--- config.mk ---
export PLATFORM = sky130hd
export DESIGN_NAME = rbi_mem_l2_arb_flat
export DESIGN_NICKNAME = d
export VERILOG_FILES = /design/src/rtl/rbi_mem_l2_arb_pkg.sv /design/src/rtl/rbi_mem_l2_arb_if.sv /design/src/rtl/rbi_mem_l2_arb_port.sv /design/src/rtl/rbi_mem_l2_arb.sv /design/src/flat_wrapper.sv
export SDC_FILE = /design/constraint.sdc
export NUM_CORES = 1
export LEC_CHECK = 0
export CAP_MARGIN = 5
export CELL_PAD_IN_SITES_DETAIL_PLACEMENT = 1
export CELL_PAD_IN_SITES_GLOBAL_PLACEMENT = 1
export CORE_AREA = 4 4 400 402
export CTS_BUF_LIST = sky130_fd_sc_hd__clkbuf_8
export DETAILED_ROUTE_END_ITERATION = 6
export DIE_AREA = 0 0 404 406
export PLACE_DENSITY = 0.46
export SLEW_MARGIN = 0
export SYNTH_ARGS = -nofsm -noshare
export SYNTH_HDL_FRONTEND = slang
export SYNTH_SLANG_ARGS = --single-unit
--- constraint.sdc ---
create_clock -name clock -period 3.7 [get_ports clock]
set_clock_uncertainty 0.2 [all_clocks]
set_input_delay 0.555 -clock clock [delete_from_list [all_inputs] [get_ports clock]]
set_output_delay 0.555 -clock clock [all_outputs]
set_load 0.05 [all_outputs]
--- src/rtl/rbi_mem_l2_arb_pkg.sv ---
// Shared types and ring opcode values for the two-requester L2 ring scheduler.
// The opcode values mirror ringbus/RbiDefs.v so this slice is self-contained.
package rbi_mem_l2_arb_pkg;

  localparam logic [15:0] JX2_RBI_OPM_IDLE = 16'h0000;
  localparam logic [7:0]  JX2_RBI_OPM_LDX  = 8'h93;
  localparam logic [7:0]  JX2_RBI_OPM_STX  = 8'hA3;
  localparam logic [7:0]  JX2_RBI_OPM_OKLD = 8'h63;
  localparam logic [7:0]  JX2_RBI_OPM_OKST = 8'h73;

  // opm[7:6] of every OK* response opcode
  localparam logic [1:0]  RBI_RESP_CLASS   = 2'b01;

  typedef enum logic [1:0] {
    PORT_IDLE,
    PORT_WAIT_SLOT,
    PORT_WAIT_RESP
  } portState_t;

  typedef enum logic {
    RR_A,
    RR_B
  } rrSide_t;

  typedef struct packed {
    logic [15:0]  seq;
    logic [15:0]  opm;
    logic [47:0]  addr;
    logic [127:0] data;
  } ringSlot_t;

  localparam ringSlot_t IDLE_SLOT = '{seq: '0, opm: JX2_RBI_OPM_IDLE, addr: '0, data: '0};

  function automatic logic isNodeResp(input logic [15:0] opm, input logic [15:0] seq,
                                      input logic [7:0] nodeId);
    return (opm[7:6] == RBI_RESP_CLASS) && (seq[15:8] == nodeId);
  endfunction

  function automatic ringSlot_t makeReq(input logic [7:0] nodeId, input logic idx,
                                        input logic [2:0] gen, input logic isStore,
                                        input logic [47:0] addr, input logic [127:0] data);
    ringSlot_t s;
    s.opm  = {8'h00, isStore ? JX2_RBI_OPM_STX : JX2_RBI_OPM_LDX};
    s.seq  = {nodeId, 4'h0, idx, gen};
    s.addr = addr;
    s.data = isStore ? data : '0;
    return s;
  endfunction

endpackage

--- src/rtl/rbi_mem_l2_arb_if.sv ---
// Ring slot fields plus both local requester channels of the L2 ring scheduler.
interface rbi_mem_l2_arb_if;

  logic [15:0]  memSeqIn,  memSeqOut;
  logic [15:0]  memOpmIn,  memOpmOut;
  logic [47:0]  memAddrIn, memAddrOut;
  logic [127:0] memDataIn, memDataOut;

  logic         reqValidA, reqValidB;
  logic         reqStA,    reqStB;
  logic [47:0]  reqAddrA,  reqAddrB;
  logic [127:0] reqDataA,  reqDataB;
  logic         reqOkA,    reqOkB;
  logic         respValidA, respValidB;
  logic         respErrA,  respErrB;
  logic [127:0] respDataA, respDataB;

  modport master (
    output memSeqIn, memOpmIn, memAddrIn, memDataIn,
    output reqValidA, reqValidB, reqStA, reqStB, reqAddrA, reqAddrB, reqDataA, reqDataB,
    input  memSeqOut, memOpmOut, memAddrOut, memDataOut,
    input  reqOkA, reqOkB, respValidA, respValidB, respErrA, respErrB, respDataA, respDataB
  );

  modport slave (
    input  memSeqIn, memOpmIn, memAddrIn, memDataIn,
    input  reqValidA, reqValidB, reqStA, reqStB, reqAddrA, reqAddrB, reqDataA, reqDataB,
    output memSeqOut, memOpmOut, memAddrOut, memDataOut,
    output reqOkA, reqOkB, respValidA, respValidB, respErrA, respErrB, respDataA, respDataB
  );

endinterface

--- src/rtl/rbi_mem_l2_arb_port.sv ---
// One local requester: request FSM, sequence generation, response timeout and
// response data latch.
module rbi_mem_l2_arb_port
  import rbi_mem_l2_arb_pkg::*;
#(
  parameter int unsigned TIMEOUT = 1023,
  parameter logic        IDX     = 1'b0
) (
  input  logic         clock,
  input  logic         reset,
  input  logic         reqValid,
  input  logic         grant,
  input  logic         respHit,
  input  logic [3:0]   respSeq,
  input  logic [127:0] respDataIn,
  output logic         waiting,
  output logic [2:0]   gen,
  output logic         reqOk,
  output logic         respValid,
  output logic         respErr,
  output logic [127:0] respData
);

  localparam logic [9:0] TO_LAST = 10'(TIMEOUT - 1);

  portState_t  state, stateNext;
  logic [2:0]  pendGen;
  logic [9:0]  toCount;
  logic        matched, timedOut;

  assign waiting  = (state == PORT_WAIT_SLOT) && reqValid;
  assign matched  = (state == PORT_WAIT_RESP) && respHit &&
                    (respSeq[3] == IDX) && (respSeq[2:0] == pendGen);
  // A response arriving on the final count still counts as a success.
  assign timedOut = (state == PORT_WAIT_RESP) && (toCount == TO_LAST) && !matched;

  always_comb begin
    stateNext = state;
    case (state)
      PORT_IDLE:      if (reqValid) stateNext = PORT_WAIT_SLOT;
      PORT_WAIT_SLOT: begin
        if (grant)          stateNext = PORT_WAIT_RESP;
        else if (!reqValid) stateNext = PORT_IDLE;
      end
      PORT_WAIT_RESP: if (matched || timedOut) stateNext = PORT_IDLE;
      default:        stateNext = PORT_IDLE;
    endcase
  end

  always_ff @(posedge clock or negedge reset) begin
    if (!reset) begin
      state     <= PORT_IDLE;
      gen       <= '0;
      pendGen   <= '0;
      toCount   <= '0;
      reqOk     <= 1'b0;
      respValid <= 1'b0;
      respErr   <= 1'b0;
      respData  <= '0;
    end else begin
      state     <= stateNext;
      reqOk     <= grant;
      respValid <= matched || timedOut;
      respErr   <= timedOut;
      if (grant) begin
        pendGen <= gen;
        gen     <= gen + 3'd1;
        toCount <= '0;
      end else if (state == PORT_WAIT_RESP) begin
        toCount <= toCount + 10'd1;
      end
      if (matched) respData <= respDataIn;
    end
  end

endmodule

--- src/rtl/rbi_mem_l2_arb.sv ---
// RBI ring node sharing the L2 tile between two local masters: one-stage ring
// register, response consumption, slot injection and round-robin arbitration.
module rbi_mem_l2_arb
  import rbi_mem_l2_arb_pkg::*;
#(
  parameter int unsigned TIMEOUT = 1023
) (
  input  logic                  clock,
  input  logic                  reset,
  input  logic [7:0]            unitNodeId,
  rbi_mem_l2_arb_if.slave       bus
);

  ringSlot_t   slotIn, slotOut, slotNext;
  rrSide_t     rrPtr;
  logic        recognized, freeSlot;
  logic        waitA, waitB, grantA, grantB;
  logic [2:0]  genA, genB;

  assign slotIn = '{seq: bus.memSeqIn, opm: bus.memOpmIn,
                    addr: bus.memAddrIn, data: bus.memDataIn};

  // Any response addressed to this node is retired, matched or stale.
  assign recognized = isNodeResp(bus.memOpmIn, bus.memSeqIn, unitNodeId);
  assign freeSlot   = (bus.memOpmIn == JX2_RBI_OPM_IDLE) || recognized;

  always_comb begin
    grantA = 1'b0;
    grantB = 1'b0;
    if (freeSlot) begin
      if (waitA && waitB) begin
        grantA = (rrPtr == RR_A);
        grantB = (rrPtr == RR_B);
      end else begin
        grantA = waitA;
        grantB = waitB;
      end
    end
  end

  always_comb begin
    slotNext = slotIn;
    if (recognized) slotNext = IDLE_SLOT;
    if (grantA)
      slotNext = makeReq(unitNodeId, 1'b0, genA, bus.reqStA, bus.reqAddrA, bus.reqDataA);
    else if (grantB)
      slotNext = makeReq(unitNodeId, 1'b1, genB, bus.reqStB, bus.reqAddrB, bus.reqDataB);
  end

  always_ff @(posedge clock or negedge reset) begin
    if (!reset) begin
      slotOut <= IDLE_SLOT;
      rrPtr   <= RR_A;
    end else begin
      slotOut <= slotNext;
      if (freeSlot && waitA && waitB)
        rrPtr <= (rrPtr == RR_A) ? RR_B : RR_A;
    end
  end

  assign bus.memSeqOut  = slotOut.seq;
  assign bus.memOpmOut  = slotOut.opm;
  assign bus.memAddrOut = slotOut.addr;
  assign bus.memDataOut = slotOut.data;

  rbi_mem_l2_arb_port #(.TIMEOUT(TIMEOUT), .IDX(1'b0)) portA (
    .clock      (clock),
    .reset      (reset),
    .reqValid   (bus.reqValidA),
    .grant      (grantA),
    .respHit    (recognized),
    .respSeq    (bus.memSeqIn[3:0]),
    .respDataIn (bus.memDataIn),
    .waiting    (waitA),
    .gen        (genA),
    .reqOk      (bus.reqOkA),
    .respValid  (bus.respValidA),
    .respErr    (bus.respErrA),
    .respData   (bus.respDataA)
  );

  rbi_mem_l2_arb_port #(.TIMEOUT(TIMEOUT), .IDX(1'b1)) portB (
    .clock      (clock),
    .reset      (reset),
    .reqValid   (bus.reqValidB),
    .grant      (grantB),
    .respHit    (recognized),
    .respSeq    (bus.memSeqIn[3:0]),
    .respDataIn (bus.memDataIn),
    .waiting    (waitB),
    .gen        (genB),
    .reqOk      (bus.reqOkB),
    .respValid  (bus.respValidB),
    .respErr    (bus.respErrB),
    .respData   (bus.respDataB)
  );

endmodule

--- src/flat_wrapper.sv ---
// flat-port wrapper written by rule: the top's interface ports become plain ports
module rbi_mem_l2_arb_flat import rbi_mem_l2_arb_pkg::*;
#(
  parameter int unsigned TIMEOUT = 1023
)
  (clock, reset, unitNodeId, bus_memSeqIn, bus_memOpmIn, bus_memAddrIn, bus_memDataIn, bus_reqValidA, bus_reqValidB, bus_reqStA, bus_reqStB, bus_reqAddrA, bus_reqAddrB, bus_reqDataA, bus_reqDataB, bus_memSeqOut, bus_memOpmOut, bus_memAddrOut, bus_memDataOut, bus_reqOkA, bus_reqOkB, bus_respValidA, bus_respValidB, bus_respErrA, bus_respErrB, bus_respDataA, bus_respDataB);
  rbi_mem_l2_arb_if bus_i ();
  input  logic clock;
  input  logic reset;
  input  logic [7:0] unitNodeId;
  input wire logic [$bits(bus_i.memSeqIn)-1:0] bus_memSeqIn;
  input wire logic [$bits(bus_i.memOpmIn)-1:0] bus_memOpmIn;
  input wire logic [$bits(bus_i.memAddrIn)-1:0] bus_memAddrIn;
  input wire logic [$bits(bus_i.memDataIn)-1:0] bus_memDataIn;
  input wire logic [$bits(bus_i.reqValidA)-1:0] bus_reqValidA;
  input wire logic [$bits(bus_i.reqValidB)-1:0] bus_reqValidB;
  input wire logic [$bits(bus_i.reqStA)-1:0] bus_reqStA;
  input wire logic [$bits(bus_i.reqStB)-1:0] bus_reqStB;
  input wire logic [$bits(bus_i.reqAddrA)-1:0] bus_reqAddrA;
  input wire logic [$bits(bus_i.reqAddrB)-1:0] bus_reqAddrB;
  input wire logic [$bits(bus_i.reqDataA)-1:0] bus_reqDataA;
  input wire logic [$bits(bus_i.reqDataB)-1:0] bus_reqDataB;
  output wire logic [$bits(bus_i.memSeqOut)-1:0] bus_memSeqOut;
  output wire logic [$bits(bus_i.memOpmOut)-1:0] bus_memOpmOut;
  output wire logic [$bits(bus_i.memAddrOut)-1:0] bus_memAddrOut;
  output wire logic [$bits(bus_i.memDataOut)-1:0] bus_memDataOut;
  output wire logic [$bits(bus_i.reqOkA)-1:0] bus_reqOkA;
  output wire logic [$bits(bus_i.reqOkB)-1:0] bus_reqOkB;
  output wire logic [$bits(bus_i.respValidA)-1:0] bus_respValidA;
  output wire logic [$bits(bus_i.respValidB)-1:0] bus_respValidB;
  output wire logic [$bits(bus_i.respErrA)-1:0] bus_respErrA;
  output wire logic [$bits(bus_i.respErrB)-1:0] bus_respErrB;
  output wire logic [$bits(bus_i.respDataA)-1:0] bus_respDataA;
  output wire logic [$bits(bus_i.respDataB)-1:0] bus_respDataB;
  assign bus_i.memSeqIn = bus_memSeqIn;
  assign bus_i.memOpmIn = bus_memOpmIn;
  assign bus_i.memAddrIn = bus_memAddrIn;
  assign bus_i.memDataIn = bus_memDataIn;
  assign bus_i.reqValidA = bus_reqValidA;
  assign bus_i.reqValidB = bus_reqValidB;
  assign bus_i.reqStA = bus_reqStA;
  assign bus_i.reqStB = bus_reqStB;
  assign bus_i.reqAddrA = bus_reqAddrA;
  assign bus_i.reqAddrB = bus_reqAddrB;
  assign bus_i.reqDataA = bus_reqDataA;
  assign bus_i.reqDataB = bus_reqDataB;
  assign bus_memSeqOut = bus_i.memSeqOut;
  assign bus_memOpmOut = bus_i.memOpmOut;
  assign bus_memAddrOut = bus_i.memAddrOut;
  assign bus_memDataOut = bus_i.memDataOut;
  assign bus_reqOkA = bus_i.reqOkA;
  assign bus_reqOkB = bus_i.reqOkB;
  assign bus_respValidA = bus_i.respValidA;
  assign bus_respValidB = bus_i.respValidB;
  assign bus_respErrA = bus_i.respErrA;
  assign bus_respErrB = bus_i.respErrB;
  assign bus_respDataA = bus_i.respDataA;
  assign bus_respDataB = bus_i.respDataB;
  rbi_mem_l2_arb #(.TIMEOUT(TIMEOUT)) u_core (.clock(clock), .reset(reset), .unitNodeId(unitNodeId), .bus(bus_i));
endmodule
[After elaboration in Yosys (flattened, before gate mapping)]
Index checks and enable logic that the tools add are counted.
Word-level totals
  word-level logic and storage cells: 97
  output and inout port bits: 470
  register bits: 507
Cells by class
  bitwise logic cells: 2
  mux-type cells: 26
  equal/unequal tests: 16
  $add $sub $neg: 4
  reduce and logical (&&, ||, !) cells: 28
Operators by type and width (count)
  $mux W208: 3
  $mux W128: 2
  $mux W10: 4
  $add A10 B1 Y10 const B: 2
  $eq A10 B10 Y1 const B: 2
  $logic_and A1 B1 Y1: 16
  $logic_not A16 Y1: 1
  $mux W2: 8
  $mux W6: 2
  $pmux W2 S3: 2
  $eq A8 B8 Y1: 1
  $ne A2 B2 Y1 const B: 4
  $add A3 B1 Y3 const B: 2
  $eq A2 B1 Y1 const B: 3
  $eq A3 B3 Y1: 2
  $ne A3 B3 Y1 const B: 2
  $reduce_and A3 Y1: 2
  $mux W1: 5
  $eq A2 B2 Y1 const B: 2
  $logic_not A2 Y1: 2
  $reduce_bool A2 Y1: 2
  $logic_or A1 B1 Y1: 3
  $logic_not A1 Y1: 2
  $not A1 Y1: 2

[Longest topological paths before layout]
Gate-level depths: netlist of run 1.
  depth after elaboration: 10
  gate-level depth with buffers: 8

[Cells and area by module]
Synthesis of run 1 repeated with hierarchy kept, for this count alone.
Second synthesis, totals
  cells, all modules: 1866
  area, all modules: 22521.6 um^2
Modules (own cells, without submodules)
  rbi_mem_l2_arb: area each 11049.3 um^2, cells an instance 1157, instances 1
  rbi_mem_l2_arb_port (u_core.portB): area each 5748.0 um^2, cells an instance 357, instances 1
  rbi_mem_l2_arb_port (u_core.portA): area each 5724.2 um^2, cells an instance 352, instances 1

[Worst setup path before layout of run 1]
Ideal clock, no wire load.
  path kind: input -> register
  from: input unitNodeId[7]
  to: register u_core.portA.gen[1]
  path slack: 1.400 ns
  stages: 6
  data arrival time: 1.972 ns
  path buffers: 1
  required time: 3.372 ns
  path through: xnor2_1 nor3b_1 nand4_2 a21oi_1 buf_4 mux2_1
On the way
  cells in the longest elaborated chain, start to end: 4
Ends and longest elaborated chain
  start, declared: RTL line flat_wrapper.sv:10  | input logic [7:0] unitNodeId;
  $eq A8 B8 Y1: RTL line rbi_mem_l2_arb_pkg.sv:36  | return (opm[7:6] == RBI_RESP_CLASS) && (seq[15:8] == nodeId);
  $logic_and A1 B1 Y1: RTL line rbi_mem_l2_arb_pkg.sv:36
  $logic_or A1 B1 Y1: RTL line rbi_mem_l2_arb.sv:25  | assign freeSlot = (bus.memOpmIn == JX2_RBI_OPM_IDLE) || recognized;
  $mux W1: RTL line rbi_mem_l2_arb.sv:30  | if (freeSlot) begin
  end signal, assigned: RTL line rbi_mem_l2_arb_port.sv:67  | gen <= gen + 3'd1;
  end, declared: RTL line rbi_mem_l2_arb_port.sv:17  | output logic [2:0] gen,
Every way passes these cells.
A chain may end at the register's enable or synchronous reset.

==> flow_summary.toml, run 1 <==
[run_status]
status = "complete, no violations"

[setup_path]
slowest_stage = "dlygate4sd3_1"
path_cells = "dlygate4sd3_1 > clkdlybuf4s50_1 > nor4_1 > buf_4 > nand4_1 > buf_4 > o31ai_4 > buf_12 > buf_12 > nor2_1 > a211oi_1"
startpoint_type = "primary input"
crit_family = "buffers and inverters"
cp_max_fo = 28
crit_buf_inv = 6
end_kind = "flop"
slowest_delay_ns = 0.54
regToRegSetupSlack_ns = 0.97
crit_required_ns = 4.12
worstPathArrival_ns = 3.49
worst-setup-path-type = "primary input to flop"

[layout]
final_cell_mix = "clkdlybuf4s50_1 (1041), dfrtp_1 (507), mux2_2 (226)"
design_area_sq_mm = 0.0386
final_common_cell = "clkdlybuf4s50_1"
layout-drive-gt1-share_pct = 21.4
layout.nets = 3455
areaGrowthSynthToFinish_pct = 72.2

[drt]
wl_um = 131000
detail_route.wl_per_cell_um = 26.0
drt-initial-drc-count = 826
antenna_left = 0
via_count = 19935
viasPerCell = 3.96
drc = 0
first_pass_iters = 4

[synthesis]
synthDistinctLibCells = 47
ys_warn_count = 0
yosys_register_bits = 507
yosysSeqAreaShare_pct = 56.6
syn-num-nets = 2303
avgSynthCellArea_sq_um = 13.0
syn-cell-area_sq_mm = 0.0224
synthCells = 1723

[timing]
whs_ns = 0.171
fmax_mhz = 326
slew_viol_final = 0
slew_headroom_pct = 35.9
hold_violations = 0
finalSetupViolations = 0
fin_crit_ns = 3.07
layout_worst_path_cycle_share_pct = 82.9
rsz0062_at_grt = "no"
worst_slack_ns = 0.634
worst_pin_slew_ns = 0.959

[place]
gp_congestion = 0.809
placedInstanceArea_sq_mm = 0.0362
hpwl_um = 102000
place_ws_ns = -0.132
numPortBuffers = 1043

[cts]
cts_buffers = 108
clock-root-buffer = "clkbuf_8"
clk_latency_ns = 0.78
ctsHoldBuffers = 13
postCtsSetupRepairBufs = 0
cts_htree_levels = 3
cts_buffer_depth = 3
cts_tree = "done"
cts_resized = 0
clk_pin_slew_ns = 0.05
cts.sinks = 507

[floorplanning]
start_util_pct = 14.4
die_area_sq_mm = 0.164
die_w_um = 404
die_h_um = 406
rows = 145
ioPinCount = 1044
core-area_sq_mm = 0.156

[grt]
grt_start_max_net_pins = 72
track_usage_pct = 15.3
antenna_found_initial = 23
grt_pass1_wl_um = 179000
overflow = 0
grt_pass1_vias = 21777

[flow_run]
maxCapViolCount = 0

[power]
vdd_ir_drop_max_uv = 301
power_w = 0.0146
p_per_area_mw_per_mm2 = 379
p_leak_nw = 16.1

[worst_hold_path]
hold_path.class = "primary input to flop"
state kept, by name (all words and copies together), names as in the netlist, 3 cells and up:
| signal | flops |
|---|---|
| u_core.bus.memAddrOut | 48 |
| u_core.bus.memOpmOut | 16 |
| u_core.portB.toCount | 10 |
| u_core.portA.gen | 3 |
| u_core.portB.pendGen | 3 |
| u_core.portA.respData | 128 |
| u_core.bus.memSeqOut | 16 |
| u_core.portB.gen | 3 |
| u_core.portA.pendGen | 3 |
| u_core.portA.toCount | 10 |
| u_core.portB.respData | 128 |
| u_core.bus.memDataOut | 128 |
final timing paths:
kind | start | end | cells after the start
worst max-delay path | bus_memOpmIn[3] | u_core.bus.memDataOut[46] | 11
worst min-delay path | bus_memAddrIn[27] | u_core.bus.memAddrOut[27] | 2
worst max register to register | u_core.portA.state[1] | u_core.bus.memDataOut[46] | 6
worst min register to register | u_core.portB.state[1] | u_core.portB.state[0] | 1
max in group asynchronous | reset | u_core.bus.memSeqOut[5] | 3
min in group asynchronous | reset | u_core.bus.memDataOut[42] | 2
through the flow:
stage | util, % | std cells | setup TNS [ns]
6_report | 24.7 | 5031 | 0
5_1_grt | 24.7 | 5025 | 0
3_3_place_gp | 23.2 | 4810 | -0.199
4_1_cts | 24.7 | 5020 | 0
3_5_place_dp | 23.2 | 4810 | -0.156
2_1_floorplan | - | 1723 | 0
final cells by class:
class,instances,area (sq um)
Clock buffer,138,1900
Inverter,4,15.0
Tap cell,2058,2570
Clock inverter,59,364
Sequential cell,507,12700
Fill cell,17445,117000
Timing Repair Buffer,1201,12200
Antenna cell,11,27.5
Multi-Input combinational cell,1053,8840
routing by layer:
layer	GRT usage, %	share of wire (%)	vias to the layer above
li1	-	-	8847
met1	17.7	39	10228
met2	27.2	51	690
met3	5.09	7.3	164
met4	3.81	2.4	6
met5	0	0.031	-
cells in the mapped netlist (all sizes together):
master / instances / share of area [%]
dfrtp: 507 / 57
mux2: 264 / 13
nor2: 152 / 2.5
a21oi: 133 / 3.1
a211oi: 131 / 4.4
a221oi: 128 / 7.5
buf: 110 / 3.2
a22oi: 51 / 1.7
a2bb2oi: 51 / 2.0
clkbuf: 49 / 0.82
xor2: 21 / 0.82
nand4: 18 / 0.53
and2: 17 / 0.47
xnor2: 16 / 0.63
nand2: 11 / 0.20
a22o: 9 / 0.35
nand3: 7 / 0.16
ha: 6 / 0.34
and3: 5 / 0.14
nor2b: 5 / 0.14
inv: 4 / 0.067
nor4: 4 / 0.11
nor3b: 3 / 0.10
or2: 3 / 0.084
a21o: 2 / 0.067
a31o: 2 / 0.078
and3b: 2 / 0.078
and4: 2 / 0.078
o21ai: 2 / 0.045
o32a: 2 / 0.089
and4b: 1 / 0.045
nand3b: 1 / 0.034
nor3: 1 / 0.022
o21a: 1 / 0.034
o22ai: 1 / 0.028
o31ai: 1 / 0.034
cells by family (layout without fill, tap and decap cells):
group | count (synthesis) | after routing | share of synthesized area, %
multiplexers | 264 | 264 | 13.3
adder cells (fa/ha/maj) | 6 | 6 | 0.335
flip-flops | 507 | 507 | 56.6
AND/OR/NAND/NOR | 232 | 232 | 4.74
XOR/XNOR | 37 | 37 | 1.45
AO/OA/AOI/OAI | 514 | 514 | 19.5
buffers and inverters | 163 | 1402 | 4.10
other | 0 | 11 | 0
power breakdown:
part / internal [W] / leakage, nW / switching [W]
clock: 0.00355 / 1.32 / 0.00286
combinational: 0.00106 / 8.21 / 0.00138
sequential: 0.00570 / 6.61 / 0.0000686
Note: power is estimated with default switching activity, not from simulation.
==> run 2, diff against run 1 <==
Clock period 3.7 ns to 3 ns, I/O delays scaled along.
==> flow_summary.toml, run 2 (same netlist as run 1, synthesis figures left out) <==
[layout]
multi_input_comb_area_sq_mm = 0.00887
fill_cells = 17425
final_cell_mix = "clkdlybuf4s50_1 (1030), dfrtp_1 (507), mux2_2 (226)"
layout-drive-gt1-share_pct = 22.8
final_common_cell = "clkdlybuf4s50_1"
layout.nets = 3629
areaGrowthSynthToFinish_pct = 78.6
ff_latch_area_sq_mm = 0.0127
design_area_sq_mm = 0.0400

[grt]
grt_use_met2_pct = 26.5
grt_busiest_layer = "met2"
use_met1_pct = 17.6
grt_util_met3_pct = 5.24
overflow = 0
grt_pass1_wl_um = 181000
grt_start_max_net_pins = 54
track_usage_pct = 15.5
antenna_found_initial = 27
grt_pass1_vias = 22945

[timing]
fin_setup_tns_ns = 0
rsz0062_at_grt = "no"
slew_viol_final = 0
whs_ns = 0.146
slew_headroom_pct = 46.0
fmax_mhz = 338
worst_pin_slew_ns = 0.807
worst_slack_ns = 0.0452
hold_violations = 0
fin_crit_ns = 2.95
layout_worst_path_cycle_share_pct = 98.5
finalSetupViolations = 0

[floorplanning]
die_h_um = 406
die_area_sq_mm = 0.164
die_w_um = 404
rows = 145
ioPinCount = 1044
core-area_sq_mm = 0.156
start_util_pct = 14.4

[place]
placedInstanceArea_sq_mm = 0.0367
place_ws_ns = -0.476
numPortBuffers = 1043
gp_congestion = 0.829
hpwl_um = 104000

[drt]
antenna_left = 0
first_pass_iters = 6
detail_route.wl_per_cell_um = 25.5
drt-initial-drc-count = 779
wl_um = 132000
via_count = 20602
viasPerCell = 3.97
drc = 0

[power]
vdd_ir_drop_max_uv = 288
p_leak_nw = 16.8
p_per_area_mw_per_mm2 = 440

[run_status]
status = "complete, no violations"

[setup_path]
end_kind = "flop"
startpoint_type = "primary input"
worstPathArrival_ns = 3.47
r2r.worst_path.cells = 8
crit_required_ns = 3.52
path_cells = "dlygate4sd3_1 > clkdlybuf4s50_1 > and3b_1 > buf_4 > a21oi_4 > buf_12 > buf_4 > a22oi_1 > a2bb2oi_1 > dlygate4sd3_1"
slowest_stage = "dlygate4sd3_1"
worst-setup-path-type = "primary input to flop"
cp_max_fo = 38
slowest_delay_ns = 0.57

[cts]
cts_buffers = 104
clock-root-buffer = "clkbuf_8"
cts.sinks = 507
cts_tree = "done"
clk_latency_ns = 0.79
cts_buffer_depth = 3
cts_htree_levels = 3
clk_pin_slew_ns = 0.05

[worst_hold_path]
hold_path.class = "primary input to flop"
hold_depth = 3

[flow_run]
maxCapViolCount = 0
run 2: changes by cell type in the layout (fill, tap and decap cells not counted), moves of 4 or more:
| cell | change |
|---|---|
| inv_1 | -10 |
| dlygate4sd3_1 | +100 |
| clkbuf_8 | -13 |
| buf_4 | +78 |
| dlygate4sd2_1 | +4 |
| clkdlybuf4s50_1 | -11 |
run 2: final timing paths:
path / from / to / slack, ns
hold / removal: bus_reqDataA[52] / u_core.bus.memDataOut[52] / 0.15
max in group asynchronous: reset / u_core.portA.toCount[7] / 1.17
setup reg to reg: u_core.portA.state[1] / u_core.bus.memDataOut[39] / 0.40
min in group asynchronous: reset / u_core.bus.memDataOut[39] / 0.62
hold reg to reg: u_core.portB.state[1] / u_core.portB.state[0] / 0.25
setup / recovery: bus_reqValidB / u_core.bus.memAddrOut[46] / 0.05
run 2: area by class of cell:
type	count	area share (%)
repair buffers	1379	34.6
flip-flops and latches	507	31.7
multi-input cells	1053	22.2
well taps	2058	6.43
clock buffers	125	4.30
clock inverters	49	0.707
diodes	14	0.0875
inverters	4	0.0375
run 2: per-layer routing:
metal	vias up	wire, um
met4	10	6140
li1	9186	-
met1	10417	51400
met2	752	65100
met3	237	9650
met5	-	48
run 2: power by group:
group	switching [W]	internal, W
Combinational	0.00174	0.00144
Sequential	0.0000877	0.00703
Clock	0.00347	0.00384
Total	0.00530	0.0123
run 2: critical path, delay by kind of cell:
kind                   cells  cell delay, ns
and+or+nand+nor            1            0.22
AOI/OAI and AO/OA          3            0.52
buffers and inverters      6            2.23
run 2: per-stage QoR:
stage / utilization (%) / cells / total power [W]
6_report: 25.7 / 5189 / 0.0176
5_1_grt: 25.6 / 5182 / 0.0185
4_1_cts: 25.5 / 5170 / 0.0181
3_5_place_dp: 23.5 / 4882 / 0.0103
3_3_place_gp: 23.5 / 4882 / 0.0103
2_1_floorplan: - / 1723 / 0.00838
run 2: what timing repair did:
action	4_1_cts	5_1_grt
gates resized for setup	4	9
pin swaps	0	2
endpoints found under the setup margin	4	14
setup buffers	0	5
gates cloned	0	2
hold endpoints to repair	566	0
hold buffers	114	0
